===== config.mk =====
export PLATFORM = sky130hd
export DESIGN_NAME = mem_arbiter
export DESIGN_NICKNAME = d
export VERILOG_FILES = /design/src/rtl/mem_arbiter.sv
export SDC_FILE = /design/constraint.sdc
export NUM_CORES = 1
export LEC_CHECK = 0
export BUFFER_PORTS_ARGS = -buffer_cell sky130_fd_sc_hd__buf_2
export CAP_MARGIN = 20
export CORE_AREA = 3 3 544 546
export CTS_CLUSTER_SIZE = 24
export DETAILED_ROUTE_END_ITERATION = 8
export DIE_AREA = 0 0 547 549
export SKIP_LAST_GASP = 1
export SLEW_MARGIN = 10
export SYNTH_ARGS = -nofsm -noshare
export SYNTH_HDL_FRONTEND = slang
export SYNTH_SLANG_ARGS = --single-unit

===== constraint.sdc =====
create_clock -name clk -period 17 [get_ports clk]
set_clock_uncertainty 0.2 [all_clocks]
set_input_delay 0.85 -clock clk [delete_from_list [all_inputs] [get_ports clk]]
set_output_delay 0.85 -clock clk [all_outputs]
set_load 0.02 [all_outputs]

===== src/rtl/mem_arbiter.sv =====
// Round-robin arbiter sharing one line-wide memory port between I and D requesters.
// Latency: strobes one cycle after a request is seen in IDLE; resp pulse combinational with mem_resp.
// Backpressure: requests are levels held until resp; at least one IDLE cycle separates transactions.
module mem_arbiter (
    input  logic         clk,
    input  logic         rst,
    input  logic         i_read,
    input  logic [31:0]  i_addr,
    output logic [255:0] i_rdata,
    output logic         i_resp,
    input  logic         d_read,
    input  logic         d_write,
    input  logic [31:0]  d_addr,
    input  logic [255:0] d_wdata,
    output logic [255:0] d_rdata,
    output logic         d_resp,
    output logic         mem_read,
    output logic         mem_write,
    output logic [31:0]  mem_addr,
    output logic [255:0] mem_wdata,
    input  logic [255:0] mem_rdata,
    input  logic         mem_resp
);

    localparam logic [1:0] IDLE    = 2'd0;
    localparam logic [1:0] SERVE_I = 2'd1;
    localparam logic [1:0] SERVE_D = 2'd2;

    localparam logic GNT_I = 1'b0;
    localparam logic GNT_D = 1'b1;

    logic [1:0] state;
    logic       last_grant;
    logic       d_req;
    logic       pick_d;

    assign d_req  = d_read | d_write;
    // D wins when it is alone, or when both contend and I was granted last.
    assign pick_d = d_req && (!i_read || (last_grant == GNT_I));

    always_ff @(posedge clk or posedge rst) begin
        if (rst) begin
            state      <= IDLE;
            last_grant <= GNT_I;
            mem_read   <= 1'b0;
            mem_write  <= 1'b0;
            mem_addr   <= '0;
            mem_wdata  <= '0;
        end else begin
            case (state)
                IDLE: begin
                    if (i_read || d_req) begin
                        if (pick_d) begin
                            state      <= SERVE_D;
                            last_grant <= GNT_D;
                            mem_addr   <= d_addr;
                            mem_wdata  <= d_wdata;
                            // A simultaneous read+write is issued as a write only.
                            mem_write  <= d_write;
                            mem_read   <= d_read & ~d_write;
                        end else begin
                            state      <= SERVE_I;
                            last_grant <= GNT_I;
                            mem_addr   <= i_addr;
                            mem_wdata  <= '0;
                            mem_write  <= 1'b0;
                            mem_read   <= 1'b1;
                        end
                    end
                end
                SERVE_I, SERVE_D: begin
                    if (mem_resp) begin
                        state     <= IDLE;
                        mem_read  <= 1'b0;
                        mem_write <= 1'b0;
                    end
                end
                default: begin
                    state     <= IDLE;
                    mem_read  <= 1'b0;
                    mem_write <= 1'b0;
                end
            endcase
        end
    end

    assign i_resp  = (state == SERVE_I) && mem_resp;
    assign d_resp  = (state == SERVE_D) && mem_resp;
    assign i_rdata = mem_rdata;
    assign d_rdata = mem_rdata;

endmodule


==> results of run 1 <==
-- cell usage after synthesis, drive strengths merged --
cell | number | area [um2]
o2bb2ai | 1 | 8.76
nor2b | 1 | 6.26
clkbuf | 4 | 15.0
o31ai | 1 | 21.3
nor2 | 2 | 15.0
nor3 | 2 | 10.0
a22o | 258 | 2260
and2 | 2 | 12.5
a32o | 1 | 10.0
a21o | 3 | 22.5
mux2i | 32 | 320
ha | 3 | 37.5
o21ai | 32 | 160
inv | 4 | 15.0
buf | 575 | 4330
nand2 | 34 | 128
dfrtp | 293 | 7330
-- cell type report --
class	instances	share of cell area
Clock inverter	33	0.0183
Timing Repair Buffer	630	0.159
Clock buffer	59	0.0661
Multi-Input combinational cell	372	0.150
Inverter	4	0.00111
Sequential cell	293	0.363
Antenna cell	10	0.00124
Tap cell	3900	0.241
-- critical path, delay by kind of cell, from the launching register on --
kind	cells	cell delay [ns]
flip-flops	1	0.41
AND/OR/NAND/NOR	1	0.15
buffers and inverters	5	2.44
adder cells (fa/ha/maj)	1	0.25
AO/OA/AOI/OAI	1	0.26
-- metal layers --
metal | global-route usage | share of wire | routed length [um] | vias up
li1 | - | - | - | 4090
met4 | 0.0448 | 0.057 | 9630 | 10
met5 | 0.00918 | 0.0022 | 382 | -
met1 | 0.0922 | 0.29 | 49200 | 5125
met3 | 0.133 | 0.27 | 45400 | 596
met2 | 0.151 | 0.38 | 65400 | 1390
-- path summary, 6_finish.rpt --
path                                          startpoint                          to  slack [ns]
worst max-delay path                state[0]$_DFFE_PP0P_   mem_wdata[20]$_DFFE_PP0P_       13.03
worst min-delay path                        d_wdata[243]  mem_wdata[243]$_DFFE_PP0P_        0.19
worst max register to register      state[0]$_DFFE_PP0P_   mem_wdata[20]$_DFFE_PP0P_       13.03
worst min register to register  mem_addr[23]$_DFFE_PP0P_    mem_addr[23]$_DFFE_PP0P_        0.28
max in group asynchronous                            rst   mem_wdata[80]$_DFFE_PP0P_       13.71
min in group asynchronous                            rst    mem_addr[22]$_DFFE_PP0P_        0.52
-- through the flow --
| step | cell area [um2] | util |
|---|---|---|
| floorplan | 14700 | - |
| global placement | 18500 | 0.0634 |
| detailed placement | 18500 | 0.0634 |
| CTS | 20200 | 0.0693 |
| global route | 20200 | 0.0694 |
| finish | 20200 | 0.0694 |
-- logic make-up (layout without fill, tap and decap cells) --
logic type,after synthesis,after routing,share of synthesized area
simple gates,41,41,0.0117
flops,293,293,0.499
fa+ha+maj,3,3,0.00255
other cells,0,10,0
compound gates,296,296,0.169
buf+inv,583,726,0.297
mux,32,32,0.0218
-- layout by cell type, fill, tap and decap left out, types with 3 or more instances in the layout --
master,Yosys,final
buf_2,33,617
buf_4,516,10
ha_1,3,3
inv_6,0,4
a22o_1,258,258
o21ai_0,32,32
a21o_1,3,3
inv_1,4,3
diode_2,0,10
nand2_1,34,34
bufinv_16,0,6
clkinvlp_4,0,4
mux2i_1,32,32
clkinv_2,0,11
dfrtp_1,293,293
clkbuf_16,0,51
clkinv_4,0,8
clkbuf_8,0,3
clkbuf_1,4,5
-- flip-flops by register name, summed over array words and instances (netlist names) --
signal	flops
mem_read	1
last_grant	1
mem_addr	32
mem_wdata	256
state	2
mem_write	1
-- power groups by stage --
stage / clock network (mW) / logic [mW] / registers (mW)
finish: 1.12 / 2.15 / 1.18
global route: 1.21 / 2.37 / 1.22
CTS: 1.20 / 2.24 / 1.18
detailed placement: 0 / 2.23 / 1.19
global placement: 0 / 2.22 / 1.17
floorplan: 0 / 0.837 / 1.53
-- what timing repair did --
item,4_1_cts,5_1_grt
setup buffers,0,0
endpoints found under the hold margin,25,0
hold buffers,1,0
==> impl_metrics.csv, run 1 <==
group,metric,value,unit
min_path,hp-class,"input pin to flip-flop",
cts,cts_tree,"yes",
global_route,grtUsageTotal,0.109,
timing,setup_slack,13.03,ns
routing,wirelength,170000,um
routing,routed_via_density,2.11,
cts,cts.path.max_buffers,3,
yosys,ys_ff_latch,293,
yosys,seq_area_frac_synth,0.499,
timing,min_period,3.97,ns
die,die_h,549,um
min_path,hold_depth,2,
cts,cts_root_buf,"clkbuf_16",
timing,tightest_slew,1.07,ns
global_route,first_global_vias,11300,
power,irDropWorstVdd,0.127,mV
run_status,outcome,"complete, no violations",
worst_setup_path,end_kind,"flip-flop",
placement,pre_cts_ws,12.68,ns
flow_run,cap_viol_max_count,0,
worst_setup_path,cp_cell_sequence,"inv_1, ha_1, inv_1, nor2_4, buf_4, buf_4, buf_4, a22o_1",
worst_setup_path,crit_slowest_cell,"buf_4",
worst_setup_path,arrival,4.35,ns
power,intPower,2.20,mW
cts,ctsResizeCount,0,
yosys,syn-num-nets,1833,
yosys,syn_area,14700,um2
timing,finalSetupViolCount,0,
routing,vias,11200,
timing,finalMaxSlewViolations,0,
finish,area_delta_synth_final,37.4,%
yosys,synth.distinct_cells,20,
cts,clkTransAtPathRegs,0.06,ns
die,io_pins,1386,
global_route,grt_pass1_wl,199000,um
timing,fin_crit_sh,0.233,
routing,antenna_left,0,
placement,gp_congestion,0.794,
cts,clkSinkCount,293,
worst_setup_path,critPathKind,"flip-flop to flip-flop",
timing,setup_tns,0,ns
routing,drt_iter0_markers,805,
power,seq_power_share,0.266,
power,p_sw_frac,0.506,
die,start_util,0.0505,
power,total_power,4.45,mW
die,coreArea,291000,um2
placement,dp.final_hpwl,150000,um
timing,rsz0062_at_grt,"no",
cts,cts_buffers,50,
routing,wl_per_cell,32.1,um
placement,place_inst,5198,
timing,hold_violations,0,
timing,slew_headroom,0.288,
worst_setup_path,critPathRequiredTime,17.38,ns
yosys,yosysWarnings,0,
finish,drive_above_1_share,0.518,
global_route,antenna_found_initial,143,
power,power_density,220,nW/um2
finish,nets,1936,
timing,fmax,252,MHz
power,power_switching,2.25,mW
worst_setup_path,cpMostUsedCell,"buf_4",
global_route,grt_max_degree,132,
placement,portBuffers,617,
routing,drc,0,
cts,clock_latency,0.67,ns
die,die_area,300000,um2
yosys,syn-instance-count,1248,
routing,drtPass1Iterations,5,
timing,holdWs,0.191,ns
die,num_rows,198,
power,p_comb_frac,0.483,
global_route,grt_overflow_total,0,
cts,htreeDepth,2,
worst_setup_path,r2r_cells,8,
worst_setup_path,max_stage_delay,0.79,ns
power,pwr-share-clk,0.251,
worst_setup_path,cp-start-kind,"flip-flop",
die,die_w,547,um
finish,multiInputGateArea,3030,um2
finish,final-seq-area,7330,um2
finish,nFillCells,34000,
yosys,avgSynthCellArea,11.8,um2
worst_setup_path,cp_max_fo,72,
power,p_leak,8.63,nW
finish,fin_cells,5301,
No activity file was read; power rests on OpenSTA's default activity.
==> run 2: changes to the inputs <==
--- a/config.mk
+++ b/config.mk
@@ -5,12 +5,13 @@
 export SDC_FILE = /design/constraint.sdc
 export NUM_CORES = 1
 export LEC_CHECK = 0
+export ABC_AREA = 1
 export BUFFER_PORTS_ARGS = -buffer_cell sky130_fd_sc_hd__buf_2
 export CAP_MARGIN = 20
-export CORE_AREA = 3 3 544 546
+export CORE_AREA = 3 3 542 544
 export CTS_CLUSTER_SIZE = 24
 export DETAILED_ROUTE_END_ITERATION = 8
-export DIE_AREA = 0 0 547 549
+export DIE_AREA = 0 0 545 547
 export SKIP_LAST_GASP = 1
 export SLEW_MARGIN = 10
 export SYNTH_ARGS = -nofsm -noshare
==> constraint.sdc (replaced) <==
create_clock -name clk -period 3.9 [get_ports clk]
set_clock_uncertainty 0.2 [all_clocks]
set_input_delay 0.195 -clock clk [delete_from_list [all_inputs] [get_ports clk]]
set_output_delay 0.195 -clock clk [all_outputs]
set_load 0.02 [all_outputs]
==> impl_metrics.csv, run 2 <==
group,metric,value,unit
yosys,yosysWarnings,0,
finish,drive_above_1_share,0.303,
finish,area_delta_synth_final,56.7,%
timing,min_period,3.08,ns
run_status,outcome,"complete, no violations",
timing,slew_headroom,0.258,
global_route,grt_max_degree,86,
global_route,grt_overflow_total,0,
finish,final_cell_mix,"nand2_1 (881), buf_2 (617), dlygate4sd3_1 (329)",
worst_setup_path,critPathRequiredTime,4.24,ns
global_route,grt_pass1_wl,216000,um
yosys,synthTopCellsByCount,"nand2_1 (881), buf_4 (533), dfrtp_1 (293)",
worst_setup_path,cp_max_fo,35,
power,power_density,773,nW/um2
yosys,ys_ff_latch,293,
yosys,synthTopCellsByArea,"dfrtp_1 (47%), buf_4 (26%), nand2_1 (21%)",
worst_setup_path,r2r_cells,7,
global_route,first_global_vias,14500,
finish,final_util,0.0842,
worst_setup_path,max_stage_delay,0.61,ns
power,p_leak,11.6,nW
cts,clkTransAtPathRegs,0.06,ns
worst_setup_path,critPathKind,"flip-flop to flip-flop",
yosys,synth.top_cell.area_share,0.470,
finish,largest_reg_flops,256,
finish,final_common_cell,"nand2_1",
timing,hold_violations,0,
yosys,syn-num-nets,2494,
yosys,syn-instance-count,1909,
finish,nets,2922,
cts,cts_tree,"yes",
finish,top_regs,"mem_wdata x256, mem_addr x32, state x2",
timing,setup_tns,0,ns
die,die_area,298000,um2
yosys,synth-edff-count,0,
routing,wl_per_cell,29.2,um
die,die_w,545,um
yosys,yosysTopAreaCell,"dfrtp_1",
placement,portBuffers,617,
placement,place_inst,5863,
yosys,async_reset_ff_frac,1.00,
timing,fin_crit_sh,0.789,
placement,dp.final_hpwl,164000,um
min_path,hold_depth,5,
routing,wirelength,184000,um
worst_setup_path,crit_slowest_cell,"dlygate4sd3_1",
yosys,synth.distinct_cells,16,
yosys,seq_area_frac_synth,0.470,
die,num_rows,198,
cts,htreeDepth,2,
cts,clock_latency,0.63,ns
timing,holdWs,0.0752,ns
cts,clkSinkCount,293,
worst_setup_path,arrival,3.42,ns
die,die_h,547,um
flow_run,cap_viol_max_count,0,
placement,pre_cts_ws,1.16,ns
finish,regMostFlops,"mem_wdata",
yosys,syn_area,15600,um2
timing,rsz0062_at_grt,"no",
yosys,synth_ff_type,"dfrtp_1",
timing,finalMaxSlewViolations,0,
cts,cts_buffers,43,
placement,gp_congestion,0.906,
global_route,antenna_found_initial,93,
timing,setup_slack,0.822,ns
worst_setup_path,cp-start-kind,"flip-flop",
timing,fmax,325,MHz
die,start_util,0.0537,
routing,antenna_left,0,
routing,vias,14400,
yosys,avgSynthCellArea,8.17,um2
worst_setup_path,cp_cell_sequence,"nand2_2, o21ai_4, nand2_1, dlygate4sd3_1, nand3_1, dlygate4sd3_1, nand2_1",
power,irDropWorstVdd,0.334,mV
cts,cts.path.max_buffers,3,
global_route,grtUsageTotal,0.118,
die,io_pins,1386,
routing,drt_iter0_markers,1147,
worst_setup_path,end_kind,"flip-flop",
routing,drc,0,
timing,finalSetupViolCount,0,
cts,cts_root_buf,"clkbuf_16",
routing,routed_via_density,2.28,
finish,fin_cells,6291,
routing,drtPass1Iterations,6,
min_path,hp-class,"input pin to flip-flop",
yosys,yosysMostFrequentCell,"nand2_1",
die,coreArea,290000,um2
timing,tightest_slew,1.11,ns
run 2: cell types whose count changed after synthesis, sizes merged, moves of 2 or more:
cell	previous run	this run
a21o	3	0
a22o	258	0
and2	2	0
clkbuf	4	7
inv	4	74
mux2i	32	0
nand2	34	883
nand3	0	67
nor3	2	0
o21ai	32	2
run 2: path summary, 6_finish.rpt:
check	startpoint	to	slack, ns
setup / recovery	last_grant$_DFFE_PP0P_	mem_addr[30]$_DFFE_PP0P_	0.82
min in group asynchronous	rst	mem_wdata[216]$_DFFE_PP0P_	0.09
setup reg to reg	last_grant$_DFFE_PP0P_	mem_addr[30]$_DFFE_PP0P_	0.82
hold / removal	d_addr[4]	mem_addr[4]$_DFFE_PP0P_	0.08
hold reg to reg	mem_wdata[9]$_DFFE_PP0P_	mem_wdata[9]$_DFFE_PP0P_	0.27
max in group asynchronous	rst	mem_wdata[203]$_DFFE_PP0P_	2.47
run 2: layout make-up:
| cell class | count | area (um2) |
|---|---|---|
| repair buffers | 966 | 6620 |
| diodes | 20 | 50.0 |
| well taps | 3900 | 4880 |
| fillers | 33900 | 266000 |
| flip-flops and latches | 293 | 7330 |
| multi-input cells | 959 | 3770 |
| clock buffers | 51 | 1140 |
| inverters | 74 | 282 |
| clock inverters | 28 | 355 |
run 2: cells by family after synthesis:
kind of cell | Yosys count | synth area share
flops | 293 | 0.470
compound gates | 3 | 0.00144
fa+ha+maj | 3 | 0.00241
buf+inv | 657 | 0.290
simple gates | 953 | 0.236
run 2: what timing repair did:
| item | in CTS | in global routing |
|---|---|---|
| resized for setup | 0 | 0 |
| hold buffers | 329 | 0 |
| buffers inserted | 0 | 0 |
| hold endpoints to repair | 473 | 0 |
run 2: metrics by stage:
stage | power, mW | area [um2]
after CTS | 19.3 | 24400
final | 18.9 | 24400
after global routing | 20.3 | 24400
after global placement | 14.2 | 19600
after detailed placement | 14.2 | 19600
after floorplan | 10.1 | 15600
run 2: where the power goes:
part	switching, mW	internal, mW
Clock	1.78	2.51
Combinational	7.05	2.36
Sequential	0.794	4.38
Total	9.62	9.25
run 2: critical path: cells and delay by family (launching register included):
kind	cells	cell delay, ns
buf+inv	2	1.17
compound gates	1	0.59
flops	1	0.36
simple gates	4	0.63
run 2: metal layers:
layer	GRT usage	vias to the layer above	wire, um	part of all wire
met1	0.0702	6222	37200	0.20
li1	-	6082	-	-
met3	0.184	601	62400	0.34
met5	0.00754	-	414	0.0023
met2	0.161	1420	70900	0.39
met4	0.0708	26	13000	0.070
